[config.mk]
export PLATFORM = sky130hd
export DESIGN_NAME = rx_agc
export DESIGN_NICKNAME = d
export VERILOG_FILES = /design/src/rtl/dsp_modem_pkg.sv /design/src/rtl/agc_level_detector.sv /design/src/rtl/rx_agc.sv
export SDC_FILE = /design/constraint.sdc
export NUM_CORES = 1
export LEC_CHECK = 0
export BUFFER_PORTS_ARGS = -buffer_cell sky130_fd_sc_hd__buf_4
export CAP_MARGIN = 20
export CORE_AREA = 5 5 172 174
export DETAILED_ROUTE_END_ITERATION = 12
export DIE_AREA = 0 0 177 179
export PLACE_DENSITY_LB_ADDON = 0.08
export SLEW_MARGIN = 20
export SYNTH_ARGS = -nofsm -noshare
export SYNTH_HDL_FRONTEND = slang
export SYNTH_SLANG_ARGS = --single-unit
[constraint.sdc]
create_clock -name clk -period 10 [get_ports clk]
set_input_delay 1 -clock clk [delete_from_list [all_inputs] [get_ports clk]]
set_output_delay 1 -clock clk [all_outputs]
set_load 0.1 [all_outputs]
[src/rtl/dsp_modem_pkg.sv]
// Shared fixed-point constants, AGC state encoding and sample helpers for the DSP modem.
package dsp_modem_pkg;

  localparam int SAMPLE_W  = 18;
  localparam int GAIN_FRAC = 14;
  localparam int GAIN_W    = 18;
  localparam int PROD_W    = SAMPLE_W + GAIN_W + 1;

  localparam logic signed [SAMPLE_W-1:0] SAT_MAX = 18'sh1FFFF;
  localparam logic signed [SAMPLE_W-1:0] SAT_MIN = 18'sh20000;

  typedef enum logic {
    AGC_ACQUIRE = 1'b0,
    AGC_TRACK   = 1'b1
  } agc_state_e;

  // Overflow whenever the bits above the sample MSB are not a pure sign extension.
  function automatic logic signed [SAMPLE_W-1:0] sat_sample(input logic signed [PROD_W-1:0] v);
    logic [PROD_W-SAMPLE_W-1:0] upper;
    upper = v[PROD_W-2:SAMPLE_W-1];
    if (!v[PROD_W-1] && (|upper)) return SAT_MAX;
    if (v[PROD_W-1] && !(&upper)) return SAT_MIN;
    return v[SAMPLE_W-1:0];
  endfunction

  // The most negative sample folds onto the most positive magnitude.
  function automatic logic [SAMPLE_W-2:0] abs_mag(input logic signed [SAMPLE_W-1:0] s);
    logic [SAMPLE_W-1:0] neg;
    neg = -s;
    if (s == SAT_MIN) return SAT_MAX[SAMPLE_W-2:0];
    if (s[SAMPLE_W-1]) return neg[SAMPLE_W-2:0];
    return s[SAMPLE_W-2:0];
  endfunction

endpackage

[src/rtl/agc_level_detector.sv]
// Mean-magnitude detector: accumulates |sig| on each symbol strobe over 2^WIN_LOG2 symbols.
module agc_level_detector
  import dsp_modem_pkg::*;
#(
  parameter int WIN_LOG2 = 4
) (
  input  logic                       clk,
  input  logic                       reset_n,
  input  logic                       sym_clk_ena,
  input  logic                       clear,
  input  logic signed [SAMPLE_W-1:0] sig,
  output logic        [SAMPLE_W-2:0] avg,
  output logic                       win_done
);

  localparam int ACC_W = SAMPLE_W - 1 + WIN_LOG2;

  logic [ACC_W-1:0]    acc;
  logic [ACC_W-1:0]    acc_sum;
  logic [WIN_LOG2-1:0] sym_cnt;
  logic [SAMPLE_W-2:0] mag;

  assign mag      = abs_mag(sig);
  assign acc_sum  = acc + ACC_W'(mag);
  assign avg      = acc_sum[ACC_W-1:WIN_LOG2];
  // Combinational so the gain update lands on the closing symbol edge itself.
  assign win_done = sym_clk_ena && !clear && (sym_cnt == '1);

  always_ff @(posedge clk or negedge reset_n) begin
    if (!reset_n) begin
      acc     <= '0;
      sym_cnt <= '0;
    end else if (clear) begin
      acc     <= '0;
      sym_cnt <= '0;
    end else if (sym_clk_ena) begin
      if (win_done) begin
        acc     <= '0;
        sym_cnt <= '0;
      end else begin
        acc     <= acc_sum;
        sym_cnt <= sym_cnt + WIN_LOG2'(1);
      end
    end
  end

endmodule

[src/rtl/rx_agc.sv]
// Receive AGC: multiplicative gain, windowed level detector and a two-state acquire/track loop.
module rx_agc
  import dsp_modem_pkg::*;
#(
  parameter int WIN_LOG2   = 4,
  parameter int TARGET     = 32768,
  parameter int GAIN_INIT  = 16384,
  parameter int GAIN_MIN   = 1024,
  parameter int GAIN_MAX   = 262143,
  parameter int MU_ACQ     = 2,
  parameter int MU_TRK     = 6,
  parameter int LOCK_TOL   = 2048,
  parameter int UNLOCK_TOL = 8192,
  parameter int LOCK_CNT   = 3
) (
  input  logic                       clk,
  input  logic                       reset_n,
  input  logic                       sam_clk_ena,
  input  logic                       sym_clk_ena,
  input  logic                       agc_hold,
  input  logic signed [SAMPLE_W-1:0] sig_in,
  output logic signed [SAMPLE_W-1:0] sig_out,
  output logic        [GAIN_W-1:0]   gain_out,
  output logic                       locked
);

  localparam int CNT_W = $clog2(LOCK_CNT + 1);
  localparam logic signed [SAMPLE_W:0] TARGET_S = (SAMPLE_W+1)'(TARGET);
  localparam logic signed [GAIN_W+1:0] GMIN_S   = (GAIN_W+2)'(GAIN_MIN);
  localparam logic signed [GAIN_W+1:0] GMAX_S   = (GAIN_W+2)'(GAIN_MAX);

  agc_state_e                state, state_nxt;
  logic [GAIN_W-1:0]         gain, gain_nxt, gain_clamp;
  logic [CNT_W-1:0]          lock_cnt, lock_cnt_nxt;
  logic signed [PROD_W-1:0]  prod;
  logic [SAMPLE_W-2:0]       avg;
  logic                      win_done;
  logic signed [SAMPLE_W:0]  err, step;
  logic [SAMPLE_W:0]         err_mag;
  logic signed [GAIN_W+1:0]  gain_sum;
  logic                      in_tol, out_tol;

  assign prod = PROD_W'(sig_in) * PROD_W'($signed({1'b0, gain}));

  always_ff @(posedge clk or negedge reset_n) begin
    if (!reset_n) sig_out <= '0;
    else if (sam_clk_ena) sig_out <= sat_sample(prod >>> GAIN_FRAC);
  end

  agc_level_detector #(.WIN_LOG2(WIN_LOG2)) u_level (
    .clk         (clk),
    .reset_n     (reset_n),
    .sym_clk_ena (sym_clk_ena),
    .clear       (agc_hold),
    .sig         (sig_out),
    .avg         (avg),
    .win_done    (win_done)
  );

  assign err      = TARGET_S - $signed({2'b00, avg});
  assign err_mag  = err[SAMPLE_W] ? (SAMPLE_W+1)'(-err) : (SAMPLE_W+1)'(err);
  assign in_tol   = err_mag <= (SAMPLE_W+1)'(LOCK_TOL);
  assign out_tol  = err_mag >  (SAMPLE_W+1)'(UNLOCK_TOL);
  // Loop bandwidth follows the state held before this window's decision.
  assign step     = (state == AGC_TRACK) ? (err >>> MU_TRK) : (err >>> MU_ACQ);
  assign gain_sum = $signed({2'b00, gain}) + $signed({step[SAMPLE_W], step});

  always_comb begin
    gain_clamp = gain_sum[GAIN_W-1:0];
    if (gain_sum < GMIN_S) gain_clamp = GAIN_W'(GAIN_MIN);
    else if (gain_sum > GMAX_S) gain_clamp = GAIN_W'(GAIN_MAX);
  end

  always_comb begin
    state_nxt    = state;
    lock_cnt_nxt = lock_cnt;
    gain_nxt     = gain;
    if (win_done) begin
      gain_nxt = gain_clamp;
      case (state)
        AGC_ACQUIRE: begin
          if (!in_tol) begin
            lock_cnt_nxt = '0;
          end else if (lock_cnt == CNT_W'(LOCK_CNT - 1)) begin
            state_nxt    = AGC_TRACK;
            lock_cnt_nxt = '0;
          end else begin
            lock_cnt_nxt = lock_cnt + CNT_W'(1);
          end
        end
        AGC_TRACK: begin
          if (out_tol) begin
            state_nxt    = AGC_ACQUIRE;
            lock_cnt_nxt = '0;
          end
        end
      endcase
    end
  end

  always_ff @(posedge clk or negedge reset_n) begin
    if (!reset_n) begin
      state    <= AGC_ACQUIRE;
      lock_cnt <= '0;
      gain     <= GAIN_W'(GAIN_INIT);
    end else begin
      state    <= state_nxt;
      lock_cnt <= lock_cnt_nxt;
      gain     <= gain_nxt;
    end
  end

  assign gain_out = gain;
  assign locked   = (state == AGC_TRACK);

endmodule

; Yosys cells after proc, flatten, opt, wreduce, memory -nomap -nowiden
; Index checks and enable logic that the tools add are counted.
[op_classes]
n_mul = 1
n_reduce_logical = 11
n_addsub = 7
n_mux = 34
bitwise = 1
n_eq_ne = 4
order_cmp = 4
[ops]
columns = operator, n
row1 = two-way mux 18 bit, 6
row2 = two-way mux 17 bit, 4
row3 = two-way mux 21 bit, 3
row4 = multiplier 18 x 19 -> 37 bit, 1
row5 = adder 21 x 17 -> 21 bit, 1
row6 = adder 19 x 16 -> 20 bit, 1
row7 = greater-than comparator 20 x 19 -> 1 bit (second input constant), 1
row8 = less-than comparator 20 x 12 -> 1 bit (second input constant), 1
row9 = greater-than comparator 19 x 14 -> 1 bit (second input constant), 1
row10 = less-or-equal comparator 19 x 12 -> 1 bit (second input constant), 1
row11 = two-way mux 19 bit, 1
row12 = negation 18 -> 19 bit, 1
row13 = equality test 18 bit (second input constant), 1
row14 = subtractor 16 x 17 -> 18 bit (first input constant), 1
row15 = negation 17 bit, 1
row16 = two-way mux 15 bit, 1
row17 = two-way mux 4 bit, 3
row18 = two-way mux 1 bit, 11
row19 = two-way mux 2 bit, 3
row20 = AND reduction 6 bit, 1
row21 = OR reduction 6 bit, 1
row22 = adder 4 x 1 -> 4 bit (second input constant), 1
row23 = equality test 4 bit (second input constant), 1
row24 = logical AND 1 bit, 4
row25 = 9 further kinds, 11
[totals]
wordCells = 68
input_bits = 23
ff_bits = 64

; Longest topological paths before layout
[depth]
depth_word = 12
mapped_depth = 39

; Hierarchy
; From an unflattened synthesis, not the netlist that was laid out.
[hier_totals]
cells_unflattened = 1962
area_unflattened_um2 = 16823.6
[by_module_without_submodules]
columns = mod, cells_per_inst, instances, area_per_inst_um2
row1 = rx_agc, 1700, 1, 14513.9
row2 = agc_level_detector, 262, 1, 2309.7

; Worst setup path before layout
; Ideal clock, no wire load.
[synth_path]
path_type = register to register
start = register sig_out[1]
end = register gain[10], in the netlist gain_out[10]
period_less_slack_ns = 8.965
path_stages_with_launch = 39
slack_ns = 1.035
t_arrival_ns = 8.828
path_buffers = 2
required_time_ns = 9.863
setup_time_ns = 0.137
cell_sequence = dfrtp_1 inv_1 ha_1 nand2_1 or3_1 or3_1 nor3_1 nand3b_1 clkbuf_1 nand2_1 ha_1 a21oi_1 o31ai_4 xnor2_1 ha_1 or4b_2 o211ai_1 a311oi_1 (+3 left out) mux2_2 ha_1 fa_1 a21o_1 a21oi_1 o21bai_1 a21oi_1 o21bai_1 a21oi_1 o21ai_0 a21o_1 o211a_1 o21ai_0 a21oi_1 mux2i_1 o21a_1 clkbuf_1 a21oi_1
[synth_between]
elab_chain_cells = 11
elab_cells_between_ends = 14
classes_between = 4 x add/sub / 2 x order compare / 1 x eq/ne / 7 x mux
[synth_rtl]
columns = element, line_no
row1 = start: declaration, rx_agc.sv:22  ; output logic signed [SAMPLE_W-1:0] sig_out,
row2 = start signal: assignment, rx_agc.sv:47  ; else if (sam_clk_ena) sig_out <= sat_sample(prod >>> GAIN_FRAC);
row3 = negation 17 bit, dsp_modem_pkg.sv:29  ; neg = -s;
row4 = two-way mux 17 bit, dsp_modem_pkg.sv:31  ; if (s[SAMPLE_W-1]) return neg[SAMPLE_W-2:0];
row5 = two-way mux 17 bit, dsp_modem_pkg.sv:32  ; return s[SAMPLE_W-2:0];
row6 = two-way mux 17 bit *, dsp_modem_pkg.sv:31
row7 = adder 21 x 17 -> 21 bit *, agc_level_detector.sv:24  ; assign acc_sum = acc + ACC_W'(mag);
row8 = subtractor 16 x 17 -> 18 bit *, rx_agc.sv:60  ; assign err = TARGET_S - $signed({2'b00, avg});
row9 = two-way mux 15 bit, rx_agc.sv:65  ; assign step = (state == AGC_TRACK) ? (err >>> MU_TRK) : (err >>> MU_ACQ);
row10 = adder 19 x 16 -> 20 bit *, rx_agc.sv:66  ; assign gain_sum = $signed({2'b00, gain}) + $signed({step[SAMPLE_W], step});
row11 = greater-than comparator 20 x 19 -> 1 bit, rx_agc.sv:71  ; else if (gain_sum > GMAX_S) gain_clamp = GAIN_W'(GAIN_MAX);
row12 = two-way mux 18 bit, rx_agc.sv:71
row13 = two-way mux 18 bit *, rx_agc.sv:70  ; if (gain_sum < GMIN_S) gain_clamp = GAIN_W'(GAIN_MIN);
row14 = end signal: assignment, rx_agc.sv:105  ; gain <= GAIN_W'(GAIN_INIT);
row15 = end signal: assignment, rx_agc.sv:109  ; gain <= gain_nxt;
row16 = end: declaration, rx_agc.sv:33  ; logic [GAIN_W-1:0] gain, gain_nxt, gain_clamp;
; Mark *: on every way between the ends. The rest lies on a longest branch, timed or not.
; A chain may end at the register's enable or synchronous reset.

; Worst setup path in the final report
[layout_path]
start = register sig_out[0]
end = register gain[10], in the netlist gain_out[10]
; The elaborated chain is that of the path after synthesis.

==> results.yml <==
critical_path:
  cp.arrival_ns: 9.37
  critical-path-slowest-cell: "or4b_2"
  cp_data_required_time_ns: 10.20
  critPathMaxFanout: 16
  path_buf_inv: 4
  worst-setup-path-type: "register to register"
  cp-end-kind: "register"
  path_delay_family: "compound AO/OA/AOI/OAI gates"
  critPathMaxStageDelay_ns: 0.60
  worst_setup_path_start_kind: "register"
sta:
  timing.fmax_mhz: 109
  skew_ns: 0.0165
  final_hold_viol_count: 0
  rsz0062_at_grt: "false"
  period_needed_ns: 9.16
  setup_viol: 0
  drv_slew: 0
  finalCritPeriodShare_pct: 91.6
  fin_setup_tns_ns: 0
  hold-worst-slack_ns: 0.488
  tightest_slew_ns: 0.993
  setup_slack_ns: 0.838
  slew_headroom_pct: 33.8
finish:
  n_antenna_cell: 0
  finalNonFillerCells: 2292
  drive_above_1_share_pct: 6.74
  fillers: 2454
  seqCellArea_um2: 1600
  final_util_pct: 63.2
  stdcell_area_um2: 17500
  multiInputGateArea_um2: 13300
  nets: 2360
  synthToLayoutAreaGrowth_pct: 6.34
logic_synthesis:
  ys_types: 84
  synthCells: 1913
  async_flop_share_pct: 100
  synth_nets: 2364
  synth_top_cells_by_area: "fa_1 (31%), ha_1 (13%), dfrtp_1 (9.6%), inv_1 (7.2%), nand2_1 (6.9%)"
  synth_area_um2: 16400
  synth_edf_count: 0
  synth-seq-cells: 64
  yosysMostFrequentCell: "inv_1"
  synth_top_area_share_pct: 31.3
  yosysWarnings: 0
  synthTopCellsByCount: "inv_1 (316), nand2_1 (300), fa_1 (257)"
  synth_ff_type: "dfrtp_1"
  synth_top_cell_by_area: "fa_1"
  synth_seq_area_share_pct: 9.76
  avgSynthCellArea_um2: 8.58
clock_network:
  ctsHoldBuffers: 0
  htreeDepth: 3
  clock-root-buffer: "clkbuf_16"
  clock_latency_ns: 0.35
  postCtsSetupRepairBufs: 0
  cts_tree: "yes"
  ctsResizeCount: 0
  cts_buffers: 9
  clk_path_buf_depth: 2
  cts_sinks: 64
  path_clk_slew_ns: 0.06
power_and_ir_drop:
  p_leak_nw: 9.12
  power_density_nw_per_um2: 111
  ir_worst_vdd_mv: 0.102
  totalPowerFinal_mw: 1.93
floorplan:
  coreArea_um2: 27600
  die_h_um: 179
  initial_utilization_pct: 59.4
  dieArea_um2: 31700
  die_x_um: 177
  row_count: 61
  ioPinCount: 60
hold_path:
  holdCritPathClass: "register to register"
detailed_routing:
  first_pass_iters: 5
  viasPerCell: 5.74
  first_iter_violations: 825
  routed_wirelength_um: 41600
  drc: 0
  vias: 13200
  routedWlPerCell_um: 18.1
  ant_nets: 0
placed_design:
  placed_area_um2: 17100
  dp.cells: 2276
  place.gp.congestion: 0.886
  dpl_worst_slack_ns: 1.04
  port_buffers: 59
  hpwl_um: 33100
grt:
  grt_pass1_wl_um: 70200
  antenna_found_initial: 0
  grt_max_degree: 65
  grt_overflow: 0
  grt_usage_pct: 27.8
  first_global_vias: 13800
run_status:
  outcome: "complete, no violations"
run:
  maxCapViolations: 0
==> cell families (layout without fill, tap and decap cells) <==
family / Yosys count / count (layout) / synth area share [%]
flip-flops: 64 / 64 / 9.76
AND/OR/NAND/NOR: 625 / 625 / 18.4
adder cells (fa/ha/maj): 428 / 428 / 44.4
XOR/XNOR: 92 / 92 / 4.91
multiplexers: 14 / 14 / 0.884
buffers and inverters: 409 / 410 / 9.47
AO/OA/AOI/OAI: 281 / 281 / 12.2
==> power breakdown <==
group,switching (mW),internal (mW)
logic,0.788,0.445
registers,0.0295,0.288
clock network,0.133,0.252
==> layout by cell type, fill, tap and decap left out, types with 7 or more instances in the layout <==
cell type | synthesis | layout
o21ai_0 | 50 | 50
nand2b_1 | 22 | 22
xor2_1 | 33 | 33
and2_1 | 108 | 108
and4_1 | 8 | 8
nand2_1 | 300 | 300
a21o_1 | 25 | 25
or3_1 | 11 | 11
ha_1 | 171 | 171
o31ai_1 | 8 | 8
a21oi_1 | 62 | 62
xnor2_1 | 59 | 59
nor2_1 | 70 | 70
a22o_1 | 8 | 8
o211ai_1 | 9 | 9
clkbuf_16 | 0 | 9
nand4_1 | 7 | 7
a211oi_1 | 7 | 7
or2_2 | 7 | 7
nor2b_1 | 14 | 14
nor3_1 | 20 | 19
nand3_1 | 21 | 21
dfrtp_1 | 63 | 63
mux2i_1 | 10 | 10
and3_1 | 8 | 8
a221o_1 | 20 | 20
buf_4 | 1 | 76
fa_1 | 257 | 257
inv_1 | 316 | 316
o21a_1 | 11 | 11
o21bai_1 | 8 | 8
==> final cells by class <==
type / instances / area share [%]
multi-input cells: 1440 / 76.0
flip-flops and latches: 64 / 9.18
inverters: 318 / 6.84
repair buffers: 76 / 3.27
well taps: 378 / 2.71
clock buffers: 10 / 1.37
clock inverters: 6 / 0.659
==> state kept, by name (all words and copies together), names as in the netlist <==
register	flops
gain_out	18
locked	1
sig_out	18
lock_cnt	2
u_level.sym_cnt	4
u_level.acc	21
==> layer usage <==
metal  track usage, %  routed length (um)
met3             4.62                2570
met2             46.2               19900
met5                0                   0
met4             8.22                1270
met1             37.7               17800
==> final timing paths <==
check	from	slack, ns	cells past startpoint	end
min in group asynchronous	reset_n	0.74	1	u_level.sym_cnt[3]
worst max register to register	sig_out[0]	0.84	38	gain_out[10]
worst max-delay path	sig_out[0]	0.84	38	gain_out[10]
worst min-delay path	u_level.acc[2]	0.49	2	u_level.acc[2]
max in group asynchronous	reset_n	8.66	1	gain_out[3]
worst min register to register	u_level.acc[2]	0.49	2	u_level.acc[2]
==> tightest hold or removal path, cell delays in order, from the launching register on <==
cell     delay (ns)
dfrtp_1        0.34
nand2_1        0.05
o21ai_0        0.06
No activity file was read; power rests on OpenSTA's default activity.
